### config.mk
export PLATFORM = sky130hd
export DESIGN_NAME = mem_stall_ctrl_flat
export DESIGN_NICKNAME = d
export VERILOG_FILES = /design/src/rtl/mem_stall_ctrl_pkg.sv /design/src/rtl/mem_stall_ctrl_if.sv /design/src/rtl/mem_stall_ctrl_timeout_cnt.sv /design/src/rtl/mem_stall_ctrl.sv /design/src/flat_wrapper.sv
export SDC_FILE = /design/constraint.sdc
export NUM_CORES = 1
export LEC_CHECK = 0
export CAP_MARGIN = 20
export CORE_MARGIN = 2
export CORE_UTILIZATION = 55
export DETAILED_ROUTE_END_ITERATION = 10
export DONT_BUFFER_PORTS = 1
export MAX_ROUTING_LAYER = met4
export PLACE_DENSITY = 0.7
export SYNTH_ARGS = -nofsm -noshare
export SYNTH_HDL_FRONTEND = slang
export SYNTH_SLANG_ARGS = --single-unit
### constraint.sdc
create_clock -name clk_i -period 1.4 [get_ports clk_i]
set_input_delay 0.21 -clock clk_i [delete_from_list [all_inputs] [get_ports clk_i]]
set_output_delay 0.21 -clock clk_i [all_outputs]
set_load 0.005 [all_outputs]
### src/rtl/mem_stall_ctrl_pkg.sv
// Shared definitions for the MEM-stage stall controller: FSM state encoding
// and the default memory timeout.
package mem_ctrl_pkg;
    typedef enum logic [1:0] {
        IDLE = 2'd0,
        BUSY = 2'd1,
        DONE = 2'd2
    } state_e;

    localparam int TIMEOUT_DEF = 64;
endpackage

### src/rtl/mem_stall_ctrl_if.sv
// Request/acknowledge bus between the stall controller (master) and the
// multi-cycle data memory (slave).
interface mem_stall_ctrl_if #(
    parameter int ADDR_W = 32,
    parameter int DATA_W = 32
);
    logic              req;
    logic              we;
    logic [ADDR_W-1:0] addr;
    logic [DATA_W-1:0] wdata;
    logic              ack;
    logic [DATA_W-1:0] rdata;

    modport master (output req, we, addr, wdata, input  ack, rdata);
    modport slave  (input  req, we, addr, wdata, output ack, rdata);
endinterface

### src/rtl/mem_stall_ctrl_timeout_cnt.sv
// Clear/enable cycle counter; tc_o flags the last permitted BUSY cycle so the
// controller leaves BUSY after exactly TIMEOUT cycles.
module mem_timeout_cnt #(
    parameter int TIMEOUT = 64
) (
    input  logic clk_i,
    input  logic rst_i,
    input  logic clr_i,
    input  logic en_i,
    output logic tc_o
);
    localparam int CW = $clog2(TIMEOUT + 1);

    logic [CW-1:0] r_cnt;

    always_ff @(posedge clk_i) begin
        if (rst_i || clr_i)
            r_cnt <= '0;
        else if (en_i)
            r_cnt <= r_cnt + CW'(1);
    end

    assign tc_o = en_i && (r_cnt == CW'(TIMEOUT - 1));
endmodule

### src/rtl/mem_stall_ctrl.sv
// MEM-stage stall controller: runs the data-memory handshake and freezes the
// pipeline while an access is outstanding. Optional stall counter: MEM_STALL_CNT_EN.
module mem_stall_ctrl
    import mem_ctrl_pkg::*;
#(
    parameter int ADDR_W  = 32,
    parameter int DATA_W  = 32,
    parameter int TIMEOUT = TIMEOUT_DEF
) (
    input  logic              clk_i,
    input  logic              rst_i,
    input  logic              mem_read_i,
    input  logic              mem_write_i,
    input  logic [ADDR_W-1:0] addr_i,
    input  logic [DATA_W-1:0] wdata_i,
    mem_stall_ctrl_if.master  mem,
    output logic              stall_o,
    output logic [DATA_W-1:0] rdata_o,
    output logic              err_o,
    output logic [31:0]       stall_cnt_o
);
    state_e            r_state, w_next;
    logic              w_access, w_tc, w_stall;
    logic              r_req, r_we, r_err;
    logic [ADDR_W-1:0] r_addr;
    logic [DATA_W-1:0] r_wdata, r_rdata;

    assign w_access = mem_read_i | mem_write_i;

    mem_timeout_cnt #(.TIMEOUT(TIMEOUT)) u_tmo (
        .clk_i (clk_i),
        .rst_i (rst_i),
        .clr_i (r_state != BUSY),
        .en_i  (r_state == BUSY),
        .tc_o  (w_tc)
    );

    always_ff @(posedge clk_i) begin
        if (rst_i)
            r_state <= IDLE;
        else
            r_state <= w_next;
    end

    // An ack arriving on the terminal BUSY cycle still counts as a completion.
    always_comb begin
        w_next = r_state;
        case (r_state)
            IDLE:    if (w_access) w_next = BUSY;
            BUSY:    if (mem.ack || w_tc) w_next = DONE;
            DONE:    w_next = IDLE;
            default: w_next = IDLE;
        endcase
    end

    always_ff @(posedge clk_i) begin
        if (rst_i) begin
            r_req   <= 1'b0;
            r_we    <= 1'b0;
            r_addr  <= '0;
            r_wdata <= '0;
            r_rdata <= '0;
            r_err   <= 1'b0;
        end else begin
            r_req <= (w_next == BUSY);
            if (r_state == IDLE && w_access) begin
                r_we    <= mem_write_i;
                r_addr  <= addr_i;
                r_wdata <= wdata_i;
            end
            if (r_state == BUSY) begin
                if (mem.ack) begin
                    if (!r_we)
                        r_rdata <= mem.rdata;
                end else if (w_tc) begin
                    r_rdata <= '0;
                    r_err   <= 1'b1;
                end
            end
        end
    end

    assign w_stall = !rst_i && (((r_state == IDLE) && w_access) || (r_state == BUSY));

    assign mem.req   = r_req;
    assign mem.we    = r_we;
    assign mem.addr  = r_addr;
    assign mem.wdata = r_wdata;
    assign stall_o   = w_stall;
    assign rdata_o   = r_rdata;
    assign err_o     = r_err;

`ifdef MEM_STALL_CNT_EN
    logic [31:0] r_stall_cnt;

    always_ff @(posedge clk_i) begin
        if (rst_i)
            r_stall_cnt <= '0;
        else if (w_stall && (r_stall_cnt != 32'hFFFF_FFFF))
            r_stall_cnt <= r_stall_cnt + 32'd1;
    end

    assign stall_cnt_o = r_stall_cnt;
`else
    assign stall_cnt_o = 32'd0;
`endif
endmodule
### src/flat_wrapper.sv
// flat-port wrapper written by rule: the top's interface ports become plain ports
module mem_stall_ctrl_flat import mem_ctrl_pkg::*;
#(
    parameter int ADDR_W  = 32,
    parameter int DATA_W  = 32,
    parameter int TIMEOUT = TIMEOUT_DEF
)
  (clk_i, rst_i, mem_read_i, mem_write_i, addr_i, wdata_i, stall_o, rdata_o, err_o, stall_cnt_o, mem_req, mem_we, mem_addr, mem_wdata, mem_ack, mem_rdata);
  mem_stall_ctrl_if #(.ADDR_W(ADDR_W), .DATA_W(DATA_W)) mem_i ();
  input  logic clk_i;
  input  logic rst_i;
  input  logic mem_read_i;
  input  logic mem_write_i;
  input  logic [ADDR_W-1:0] addr_i;
  input  logic [DATA_W-1:0] wdata_i;
  output logic stall_o;
  output logic [DATA_W-1:0] rdata_o;
  output logic err_o;
  output logic [31:0] stall_cnt_o;
  output wire logic [$bits(mem_i.req)-1:0] mem_req;
  output wire logic [$bits(mem_i.we)-1:0] mem_we;
  output wire logic [$bits(mem_i.addr)-1:0] mem_addr;
  output wire logic [$bits(mem_i.wdata)-1:0] mem_wdata;
  input wire logic [$bits(mem_i.ack)-1:0] mem_ack;
  input wire logic [$bits(mem_i.rdata)-1:0] mem_rdata;
  assign mem_req = mem_i.req;
  assign mem_we = mem_i.we;
  assign mem_addr = mem_i.addr;
  assign mem_wdata = mem_i.wdata;
  assign mem_i.ack = mem_ack;
  assign mem_i.rdata = mem_rdata;
  mem_stall_ctrl #(.ADDR_W(ADDR_W), .DATA_W(DATA_W), .TIMEOUT(TIMEOUT)) u_core (.clk_i(clk_i), .rst_i(rst_i), .mem_read_i(mem_read_i), .mem_write_i(mem_write_i), .addr_i(addr_i), .wdata_i(wdata_i), .mem(mem_i), .stall_o(stall_o), .rdata_o(rdata_o), .err_o(err_o), .stall_cnt_o(stall_cnt_o));
endmodule
== Word-level counts from Yosys, hierarchy flattened ==
Index checks and enable logic that the tools add are counted.
Word-level totals
  input bits: 101
  bits in latches: 0
  bits in writable memories: 0
  output and inout port bits: 132
  ROM bits: 0
  memories kept: 0
  word-level logic and storage cells: 33
  register bits after elaboration: 108
Cells by class
  eq/ne operators: 5
  magnitude comparators: 0
  reductions and logical operators: 11
  bitwise gates (word level): 2
  multipliers: 0
  add/subtract/negate cells: 1
  shift operators: 0
  div/mod/pow operators: 0
  muxes and demuxes: 6
Operator list (count)
  $mux 32: 3
  $add 7x1->7 const B: 1
  $eq 7x6->1 const B: 1
  $reduce_and 3->1: 2
  $eq 2x1->1 const B: 2
  $mux 2: 2
  $pmux 2 s2: 1
  $logic_and 1x1->1: 3
  $logic_or 1x1->1: 3
  $logic_not 2->1: 1
  $ne 2x1->1 const B: 1
  $ne 2x2->1 const B: 1
  $reduce_bool 2->1: 1
  $logic_not 1->1: 1
  $not 1->1: 1
  $or 1x1->1: 1

== Logic depth before layout (Yosys ltp) ==
Gate-level depths: netlist of the first run.
  word-level depth: 6
  gate-level depth with buffers: 5
  mapped depth without buffers: 4

== By module ==
Synthesis of the first run repeated with hierarchy kept, for this count alone.
Second synthesis, totals
  cell total of the unflattened synthesis: 526
  area, all modules: 4708.3 um^2
Modules (own cells, without submodules)
  mem_stall_ctrl: times used 1, sequential area each 2021.9 um^2, cells an instance 492, area each 4398.0 um^2
  mem_timeout_cnt: times used 1, sequential area each 140.1 um^2, cells an instance 34, area each 310.3 um^2

== Worst setup path before layout of the first run ==
OpenSTA, ideal clock, no wires.
  path kind: register to register
  start: reg u_core.u_tmo.r_cnt[0]
  end: reg u_core.u_tmo.r_cnt[6]
  arrival time: 1246 ps
  setup slack: 84 ps
  data required time: 1330 ps
  setup time: 70 ps
  period minus slack after synthesis: 1316 ps
  cell stages (with the launch flop): 5
  path buffers: 0
  cell sequence: dfxtp_1 ha_1 nand2_1 or4_1 a21oi_1
On the way
  longest elaborated chain between the ends: 1
Ends and longest elaborated chain
  start: declaration: line mem_stall_ctrl_timeout_cnt.sv:14  | logic [CW-1:0] r_cnt;
  start signal: assignment: line mem_stall_ctrl_timeout_cnt.sv:20  | r_cnt <= r_cnt + CW'(1);
  $add 7x1->7: line mem_stall_ctrl_timeout_cnt.sv:20
Every way passes these cells.
A chain may end at the register's enable or synchronous reset.

== Worst setup path in the final report of the first run ==
  start: reg u_core.r_state[1]
  end: reg u_core.r_req, in the netlist u_core.mem.req
On the way
  longest elaborated chain between the ends: 6
  elaborated cells between the ends (all ways): 8
  those cells by class: eq/ne: 2; mux: 3; reduce/logical: 3
Ends and longest elaborated chain
  start: declaration: line mem_stall_ctrl.sv:22  | state_e r_state, w_next;
  start signal: assignment: line mem_stall_ctrl.sv:42  | r_state <= w_next;
  $eq 2x1->1: line mem_stall_ctrl.sv:34, mem_stall_ctrl.sv:48
  $logic_and 1x1->1: line mem_stall_ctrl_timeout_cnt.sv:23  | assign tc_o = en_i && (r_cnt == CW'(TIMEOUT - 1));
  $logic_or 1x1->1: line mem_stall_ctrl.sv:50  | BUSY: if (mem.ack || w_tc) w_next = DONE;
  $mux 2: line mem_stall_ctrl.sv:50
  $pmux 2 s2 *: line mem_stall_ctrl.sv:48  | case (r_state)
  $eq 2x1->1 *: line mem_stall_ctrl.sv:65  | r_req <= (w_next == BUSY);
  end signal: assignment: line mem_stall_ctrl.sv:65
  end: declaration: line mem_stall_ctrl.sv:24  | logic r_req, r_we, r_err;
Mark *: on every way between the ends. The rest lies on a longest branch, timed or not.

==> impl_metrics.py, run 1 <==
metrics = {
    "outcome": {
        "outcome": "complete, but fails checks",
        "violations": "negative hold slack",
    },
    "logic_synthesis": {
        "yosysWarnings": 0,
        "syn_avg_cell_area_um2": 7.920,
        "yosysSeqAreaShare_pct": 45.73,
        "yosys.area.top_type": "dfxtp_1",
        "yosys-top-cells-area": "dfxtp_1 (46%), o21ai_0 (13%), a21oi_1 (7.1%), nand3_1 (7.0%), buf_4 (5.6%)",
        "synthCells": 597,
        "synth_area_mm2": 0.004728,
        "ys_ff_latch": 108,
        "synthDominantCellAreaShare_pct": 45.73,
        "yosys.cell_types.count": 32,
    },
    "floorplanning": {
        "core_mm2": 0.008258,
        "fp.dieArea_mm2": 0.009355,
        "die_w_um": 96.72,
        "die_h_um": 96.72,
        "initial_core_util_pct": 57.26,
        "io_pins": 233,
        "rows": 33,
    },
    "power": {
        "vdd_ir_drop_max_mv": 0.6903,
        "seqPwrFrac_pct": 57.7,
        "combPwrFrac_pct": 14.1,
        "power_switching_w": 0.001795,
        "pwr-share-clk_pct": 28.2,
        "internal-power_w": 0.004335,
        "p_leak_nw": 1.704,
        "power.share.switching_pct": 29.28,
        "p_per_area_mw_per_mm2": 1232,
    },
    "placement": {
        "dpl.hpwl_um": 7481,
        "dpl.cell_count": 656,
        "place_congestion": 0.7923,
        "portBuffers": 0,
        "pre_cts_ws_ns": 0.01375,
        "placed_area_mm2": 0.004690,
    },
    "worst_setup_path": {
        "crit_required_ns": 1.66,
        "r2r_setup_slack_ns": 0.03,
        "worstPathMaxFanout": 4,
        "crit_arrival_ns": 1.63,
        "cp_cell_sequence": "buf_4 -> or4b_1 -> o21ai_0",
        "startpoint_type": "register",
        "endpoint_kind": "register",
        "crit_path_max_incr_delay_ns": 0.55,
        "critPathKind": "reg -> reg",
        "slowest_stage": "or4b_1",
    },
    "sta": {
        "fin_crit_ns": 1.372,
        "fin_crit_sh_pct": 98.00,
        "final_max_slew_viol_count": 0,
        "setup_tns_ns": 0,
        "finalClockSkew_ns": 0.009008,
        "clock.fmax_mhz": 728.9,
        "grt_setup_unrepaired": "yes",
        "finalHoldViolations": 95,
        "layout_setup_ws_ns": 0.02799,
        "setup_viol": 0,
        "whs_ns": -0.08803,
    },
    "grt": {
        "grt_max_degree": 104,
        "first_global_vias": 3812,
        "grt.overflow.total": 0,
        "grt_pass1_wl_um": 18840,
        "antenna_found_initial": 0,
        "track_usage_pct": 24.39,
    },
    "cts": {
        "clock_sinks": 108,
        "cts_buffer_depth": 2,
        "numCtsBuffers": 9,
        "tritoncts": "done",
        "ctsRootBufferMaster": "clkbuf_8",
        "holdBufCountCts": 1,
        "htreeDepth": 3,
        "cts.clk_slew.worst_paths_ns": 0.10,
        "clock_latency_ns": 0.36,
    },
    "route": {
        "routed_wl_um": 12070,
        "drt-initial-drc-count": 265,
        "drc": 0,
        "wire_per_inst_um": 17.80,
        "drt_pass1_iterations": 5,
        "via_count": 4120,
        "via_per_inst": 6.077,
        "drtAntennaViolNets": 0,
    },
    "finish": {
        "fin_area_mm2": 0.004976,
        "diodes": 0,
        "final_cells": 678,
        "fin_nets": 671,
        "syn_to_final_growth_pct": 5.239,
        "drive_gt1_share_pct": 8.726,
    },
    "flow_run": {
        "drv_cap": 0,
    },
    "worst_hold_path": {
        "hp-class": "in -> reg",
    },
}
-- stage by stage --
| step | hold slack, ns | power, W | utilization (%) |
|---|---|---|---|
| floorplan | 0.3460 | 0.004270 | - |
| global placement | 0.2877 | 0.004369 | 56.79 |
| detailed placement | 0.2900 | 0.004408 | 56.79 |
| CTS | -0.1013 | 0.006136 | 59.41 |
| global route | -0.1194 | 0.006435 | 60.26 |
| finish | -0.08803 | 0.006130 | 60.26 |
-- path summary, 6_finish.rpt --
check / start / endpoint / cells past startpoint
setup reg to reg: u_core.r_state[1] / u_core.mem.req / 3
hold reg to reg: u_core.u_tmo.r_cnt[6] / u_core.u_tmo.r_cnt[6] / 2
hold / removal: rst_i / u_core.rdata_o[13] / 1
setup / recovery: u_core.r_state[1] / u_core.mem.req / 3
-- cell families (layout without fill, tap and decap cells) --
logic type      after synthesis  in the layout  synth area share [%]
fa+ha+maj                     1              1                0.2646
xor+xnor                      3              3                0.5558
compound gates              234            234                 25.85
flops                       108            108                 45.73
simple gates                156            156                 16.94
buf+inv                      94             39                 10.58
other cells                   1             32               0.07931
-- layout by cell type (no fill, tap or decap), types with 2 or more instances in the layout --
cell,n
a31oi_1,32
clkinvlp_4,3
buf_4,12
and2_1,2
o21ai_0,101
clkbuf_8,9
a21oi_1,67
xor2_1,2
conb_1,32
dfxtp_2,3
clkinv_4,2
buf_12,6
o21ai_1,30
or4_1,3
o31ai_1,2
nand2_1,35
buf_6,2
nor2_4,2
or2_2,2
dfxtp_1,104
nand3_1,66
nor2_1,7
nor2b_1,32
-- synthesized netlist by cell type --
| master | count |
|---|---|
| and4bb_2 | 1 |
| and2_1 | 2 |
| nor3_1 | 1 |
| buf_2 | 6 |
| or2_2 | 3 |
| buf_6 | 1 |
| nor2_1 | 9 |
| xnor2_1 | 1 |
| clkbuf_1 | 47 |
| o31ai_1 | 2 |
| o21ai_0 | 122 |
| buf_4 | 35 |
| conb_1 | 1 |
| dfxtp_1 | 108 |
| a21oi_1 | 67 |
| nand3b_1 | 1 |
| clkbuf_2 | 1 |
| o21a_1 | 1 |
| nand3_1 | 66 |
| or4_1 | 3 |
| o32ai_1 | 1 |
| nand2_1 | 35 |
| nand3_2 | 1 |
| inv_1 | 1 |
| buf_1 | 3 |
| ha_1 | 1 |
| nand2b_1 | 1 |
| o21ai_1 | 9 |
| or4b_1 | 1 |
| xor2_1 | 2 |
| a31oi_1 | 32 |
| nor2b_1 | 32 |
-- per-layer routing --
metal  GRT usage [%]  vias to the layer above  wire [um]
li1                -                     1974          -
met4           8.776                        0        257
met3           6.503                       23       1079
met5               -                        -          0
met1           30.61                     1916       4885
met2           38.09                      207       5845
-- worst max-delay path, delay by kind of cell, from the launching register on --
family | cells | cell delay [ns]
AOI/OAI and AO/OA | 1 | 0.25
and+or+nand+nor | 1 | 0.55
buffers and inverters | 1 | 0.13
DFF | 1 | 0.35
-- state kept, by name (all words and copies together), names as in the netlist --
signal	count
u_core.mem.req	1
u_core.r_state	2
u_core.mem.we	1
u_core.err_o	1
u_core.mem.wdata	32
u_core.rdata_o	32
u_core.mem.addr	32
u_core.u_tmo.r_cnt	7
-- final cells by class --
class / instances / area (um2)
clock buffer: 9 / 123.9
clock inverter: 6 / 51.30
fill: 746 / 3282
inverter: 1 / 3.754
multi-input combinational: 426 / 2223
sequential: 108 / 2170
tap: 105 / 131.4
timing repair buffer: 23 / 272.8
-- what timing repair did --
action                                  in CTS  in global routing
resized for setup                            5                 30
pin swaps                                    1                  0
endpoints found under the setup margin       3                 76
gates cloned                                 0                  3
endpoints found under the hold margin       99                 98
setup buffers                                2                  1
-- power groups by stage --
stage                     Sequential, W  Clock [W]  Combinational [W]
after global routing            0.00357    0.00190           0.000972
after floorplan                 0.00353          0           0.000738
final                           0.00354    0.00173           0.000864
after global placement          0.00360          0           0.000772
after CTS                       0.00353    0.00178           0.000818
after detailed placement        0.00360          0           0.000805
Power figures use the tool's default switching activity.
==> inputs of run 2 (changes only) <==
TNS_END_PERCENT = 1   (was not set)
==> impl_metrics.py, run 2 (same netlist as run 1, synthesis figures left out) <==
metrics = {
    "outcome": {
        "outcome": "complete, but fails checks",
        "violations": "negative hold slack",
    },
    "worst_setup_path": {
        "r2r_start": "u_core.r_state[1]",
        "startpoint": "u_core.r_state[1]",
        "timing.rr.end": "u_core.mem.req",
        "crit_arrival_ns": 1.17,
        "crit_path_max_incr_delay_ns": 0.35,
        "cp_common_cell": "buf_4",
        "slowest_stage": "dfxtp_2",
        "r2r_setup_slack_ns": 0.04,
        "worstPathMaxFanout": 4,
        "startpoint_type": "register",
        "endpoint_kind": "primary output",
        "reg2reg_depth": 3,
        "crit_required_ns": 1.19,
        "endpoint": "stall_o",
        "cp_cell_sequence": "buf_4 -> nor3_4 -> buf_4",
        "critPathKind": "reg -> out",
    },
    "route": {
        "wire_per_inst_um": 17.51,
        "drt_pass1_iterations": 4,
        "drt-initial-drc-count": 290,
        "via_per_inst": 6.108,
        "routed_wl_um": 11860,
        "drtAntennaViolNets": 0,
        "drc": 0,
        "via_count": 4135,
    },
    "floorplanning": {
        "die_h_um": 96.72,
        "rows": 33,
        "core_mm2": 0.008258,
        "initial_core_util_pct": 57.26,
        "fp.dieArea_mm2": 0.009355,
        "die_w_um": 96.72,
        "io_pins": 233,
    },
    "finish": {
        "seqCellArea_mm2": 0.002170,
        "multiInputGateArea_mm2": 0.002232,
        "final_core_util_pct": 60.06,
        "syn_to_final_growth_pct": 4.896,
        "nFillCells": 744,
        "diodes": 0,
        "final_cells": 677,
        "final_common_cell": "dfxtp_1",
        "fin_nets": 670,
        "layout.cells.most_common_list": "dfxtp_1 (104), o21ai_0 (77), a21oi_1 (67), nand3_1 (66), o21ai_1 (51)",
        "drive_gt1_share_pct": 9.091,
    },
    "cts": {
        "cts_buffer_depth": 2,
        "htreeDepth": 3,
        "numCtsBuffers": 9,
        "ctsRootBufferMaster": "clkbuf_8",
        "holdBufCountCts": 1,
        "tritoncts": "done",
        "cts.clk_slew.worst_paths_ns": 0.10,
        "clock_sinks": 108,
        "clock_latency_ns": 0.36,
    },
    "worst_hold_path": {
        "hp-class": "in -> reg",
        "min_from": "rst_i",
    },
    "grt": {
        "grt_max_degree": 104,
        "track_usage_pct": 24.39,
        "first_global_vias": 3812,
        "antenna_found_initial": 0,
        "grt_pass1_wl_um": 18840,
        "grt.overflow.total": 0,
    },
    "flow_run": {
        "drv_cap": 0,
    },
    "sta": {
        "whs_ns": -0.09237,
        "finalClockSkew_ns": 0.009711,
        "grt_setup_unrepaired": "yes",
        "clock.fmax_mhz": 725.9,
        "setup_tns_ns": 0,
        "finalHoldViolations": 95,
        "setup_viol": 0,
        "layout_setup_ws_ns": 0.02232,
        "fin_crit_ns": 1.378,
        "final_max_slew_viol_count": 0,
        "fin_crit_sh_pct": 98.41,
    },
    "placement": {
        "dpl.cell_count": 656,
        "pre_cts_ws_ns": 0.01375,
        "dpl.hpwl_um": 7481,
        "portBuffers": 0,
        "place_congestion": 0.7923,
    },
    "power": {
        "p_per_area_mw_per_mm2": 1233,
        "p_leak_nw": 1.694,
        "vdd_ir_drop_max_mv": 0.6919,
    },
}
run 2: cell count changes in the layout (fill, tap and decap cells not counted), sizes merged:
| cell | delta |
|---|---|
| clkbuf | -1 |
run 2: worst max-delay path: cells and delay by family, from the launching register on:
family	cells	cell delay (ns)
buffers and inverters	2	0.29
flip-flops	1	0.35
AND/OR/NAND/NOR	1	0.18
run 2: power by group:
part	leakage (nW)	internal [W]	switching [W]
Clock	0.0794	0.000656	0.00108
Sequential	0.888	0.00333	0.000213
Combinational	0.726	0.000337	0.000508
Total	1.69	0.00432	0.00180
run 2: metal layers:
layer / part of all wire, % / track usage [%]
met5: 0 / -
met4: 2.4 / 8.776
met3: 9.2 / 6.503
met2: 48 / 38.09
met1: 41 / 30.61
run 2: timing repair:
| item | CTS | global route |
|---|---|---|
| buffers inserted | 2 | 1 |
| resized for setup | 5 | 56 |
| hold endpoints to repair | 99 | 98 |
| gates cloned | 0 | 2 |
| pin swaps | 1 | 0 |
| setup endpoints to repair | 3 | 76 |
run 2: area by class of cell:
cell class | instances | area share, %
flip-flops and latches | 108 | 43.74
inverters | 1 | 0.07568
clock inverters | 6 | 1.034
repair buffers | 22 | 4.995
clock buffers | 9 | 2.497
well taps | 105 | 2.649
multi-input cells | 426 | 45.01
run 2: how the worst min path moves through the flow:
stage,endpoint,depth (start not counted)
after floorplan,u_core.mem.we,2
after global placement,u_core.mem.wdata[25],1
after detailed placement,u_core.mem.wdata[25],1
after CTS,u_core.mem.wdata[14],1
after global routing,u_core.mem.wdata[13],1
final,u_core.rdata_o[13],1
run 2: through the flow:
step,power [W],hold slack (ns),area [um2]
2_1_floorplan,0.004270,0.3460,4845
3_3_place_gp,0.004369,0.2877,4690
3_5_place_dp,0.004408,0.2900,4690
4_1_cts,0.006136,-0.1013,4906
5_1_grt,0.006420,-0.1194,4960
6_report,0.006115,-0.09237,4960
==> inputs of run 3 (changes only) <==
CTS_BUF_LIST = sky130_fd_sc_hd__clkbuf_4   (was not set)
SETUP_SLACK_MARGIN = 0.5   (was not set)
SYNTH_HIERARCHICAL = 1   (was not set)
==> impl_metrics.py, run 3 <==
metrics = {
    "outcome": {
        "outcome": "complete, but fails checks",
        "violations": "negative hold slack, negative setup slack",
    },
    "placement": {
        "portBuffers": 0,
        "pre_cts_ws_ns": -0.2851,
        "dpl.hpwl_um": 7007,
        "place_congestion": 0.7864,
        "placed_area_mm2": 0.004702,
        "dpl.cell_count": 598,
    },
    "floorplanning": {
        "fp.dieArea_mm2": 0.009316,
        "rows": 33,
        "initial_core_util_pct": 57.02,
        "die_h_um": 96.52,
        "die_w_um": 96.52,
        "io_pins": 233,
        "core_mm2": 0.008258,
    },
    "grt": {
        "track_usage_pct": 24.67,
        "antenna_found_initial": 0,
        "gr-usage-met3_pct": 7.137,
        "top_usage_layer": "met2",
        "grt_max_degree": 137,
        "grt.overflow.total": 0,
        "first_global_vias": 3604,
        "use_met1_pct": 28.20,
        "gr-usage-met2_pct": 41.96,
        "grt_pass1_wl_um": 17560,
    },
    "sta": {
        "grt_setup_unrepaired": "yes",
        "fin_crit_ns": 1.702,
        "finalClockSkew_ns": 0.01816,
        "fin_crit_sh_pct": 121.5,
        "clock.fmax_mhz": 587.7,
        "final_max_slew_viol_count": 0,
        "whs_ns": -0.1628,
        "layout_setup_ws_ns": -0.3016,
        "finalHoldViolations": 102,
        "setup_viol": 33,
    },
    "route": {
        "via_count": 3840,
        "wire_per_inst_um": 18.93,
        "drtAntennaViolNets": 0,
        "drt_pass1_iterations": 4,
        "via_per_inst": 5.872,
        "drc": 0,
        "drt-initial-drc-count": 179,
        "routed_wl_um": 12380,
    },
    "cts": {
        "clock_sinks": 108,
        "cts_buffer_depth": 2,
        "numCtsBuffers": 9,
        "ctsRootBufferMaster": "clkbuf_4",
        "tritoncts": "done",
        "cts.clk_slew.worst_paths_ns": 0.15,
        "clock_latency_ns": 0.43,
        "htreeDepth": 3,
    },
    "worst_setup_path": {
        "startpoint_type": "register",
        "crit_arrival_ns": 2.06,
        "crit_required_ns": 1.76,
        "endpoint_kind": "register",
        "critPathKind": "reg -> reg",
        "worstPathMaxFanout": 8,
    },
    "logic_synthesis": {
        "synthArstFlopShare_pct": 0,
        "syn_avg_cell_area_um2": 8.951,
        "yosys.cell_types.count": 34,
        "synth_common_cells": "dfxtp_1 (108), a21oi_1 (66), nand3_1 (64), o21ai_0 (53), buf_4 (34)",
        "yosysSeqAreaShare_pct": 45.92,
        "synth_area_mm2": 0.004708,
        "yosys.area.top_type": "dfxtp_1",
        "yosys-top-cells-area": "dfxtp_1 (46%), a21oi_1 (7.0%), mux2i_1 (7.0%), nand3_1 (6.8%), o21ai_0 (5.6%)",
        "synth_edf_count": 0,
        "synthCells": 526,
        "ys_ff_latch": 108,
        "yosysWarnings": 6,
        "ys.flop_type": "dfxtp_1",
        "synthDominantCellAreaShare_pct": 45.92,
        "synthMostInstantiatedCell": "dfxtp_1",
    },
    "flow_run": {
        "drv_cap": 0,
    },
    "finish": {
        "fin_nets": 647,
        "final_core_util_pct": 71.79,
        "diodes": 0,
        "final_cells": 654,
        "layout.cells.most_common_list": "nand3_1 (64), dfxtp_2 (57), o21ai_2 (48), a21oi_1 (48), dfxtp_1 (37)",
        "nFillCells": 610,
        "fin_area_mm2": 0.005928,
        "drive_gt1_share_pct": 39.34,
        "syn_to_final_growth_pct": 25.91,
        "final_common_cell": "nand3_1",
    },
    "power": {
        "p_leak_nw": 2.021,
        "p_per_area_mw_per_mm2": 1047,
        "vdd_ir_drop_max_mv": 0.7186,
        "total_power_w": 0.006204,
    },
    "worst_hold_path": {
        "hp-class": "in -> reg",
    },
}
-- run 3: final timing paths --
check | cells past startpoint | startpoint | endpoint | slack (ns)
setup / recovery | 8 | u_core/u_tmo/r_cnt[0] | u_core/rdata_o[12] | -0.30
hold / removal | 1 | rst_i | u_core/mem.addr[5] | -0.16
setup reg to reg | 8 | u_core/u_tmo/r_cnt[0] | u_core/rdata_o[12] | -0.30
hold reg to reg | 2 | u_core/mem.addr[18] | u_core/mem.addr[18] | 0.47
-- run 3: repair_timing --
action | in CTS | in global routing
gates resized for setup | 195 | 58
cloned | 3 | 0
hold buffers | 31 | 1
pin swaps | 90 | 133
setup endpoints to repair | 208 | 208
buffers inserted | 3 | 3
hold endpoints to repair | 108 | 108
-- run 3: stage by stage --
| step | hold slack [ns] | setup TNS [ns] |
|---|---|---|
| after floorplan | 0.3460 | -8.646 |
| after global placement | 0.2898 | -5.372 |
| after detailed placement | 0.2929 | -8.019 |
| after CTS | -0.2077 | -8.520 |
| after global routing | -0.2242 | -11.01 |
| final | -0.1628 | -7.941 |
-- run 3: critical path: stages (launching register included) --
cell      delay (ns)
dfxtp_2         0.38
ha_4            0.14
nand2_2         0.08
nor3_4          0.23
nand2b_4        0.08
a21oi_4         0.21
buf_6           0.16
buf_16          0.14
mux2i_1         0.22
-- run 3: cells by family after synthesis --
| family | synth area share, % |
|---|---|
| adders and majority gates | 0.2657 |
| xor gates and xnor gates | 0.7442 |
| DFF | 45.92 |
| other | 0.07965 |
| AOI/OAI and AO/OA | 15.07 |
| and+or+nand+nor | 19.77 |
| buffers and inverters | 11.13 |
| muxes | 7.016 |
-- run 3: layout make-up --
type	instances	area (um2)	area share (%)
Clock buffer	10	75.07	1.266
Clock inverter	5	77.57	1.309
Inverter	1	3.754	0.06332
Multi-Input combinational cell	365	2650	44.70
Sequential cell	108	2286	38.56
Tap cell	105	131.4	2.216
Timing Repair Buffer	60	704.4	11.88
-- run 3: routing by layer --
metal | routed length [um] | vias up
met3 | 1174 | 19
met1 | 4788 | 1829
met5 | 0 | -
met4 | 144 | 0
li1 | - | 1808
met2 | 6272 | 184
-- run 3: power by group --
group	total (W)	internal (W)	leakage (nW)	switching [W]
Sequential	0.00347	0.00328	0.914	0.000191
Combinational	0.00104	0.000481	1.02	0.000558
Clock	0.00169	0.000732	0.0822	0.000958
Total	0.00620	0.00450	2.02	0.00171
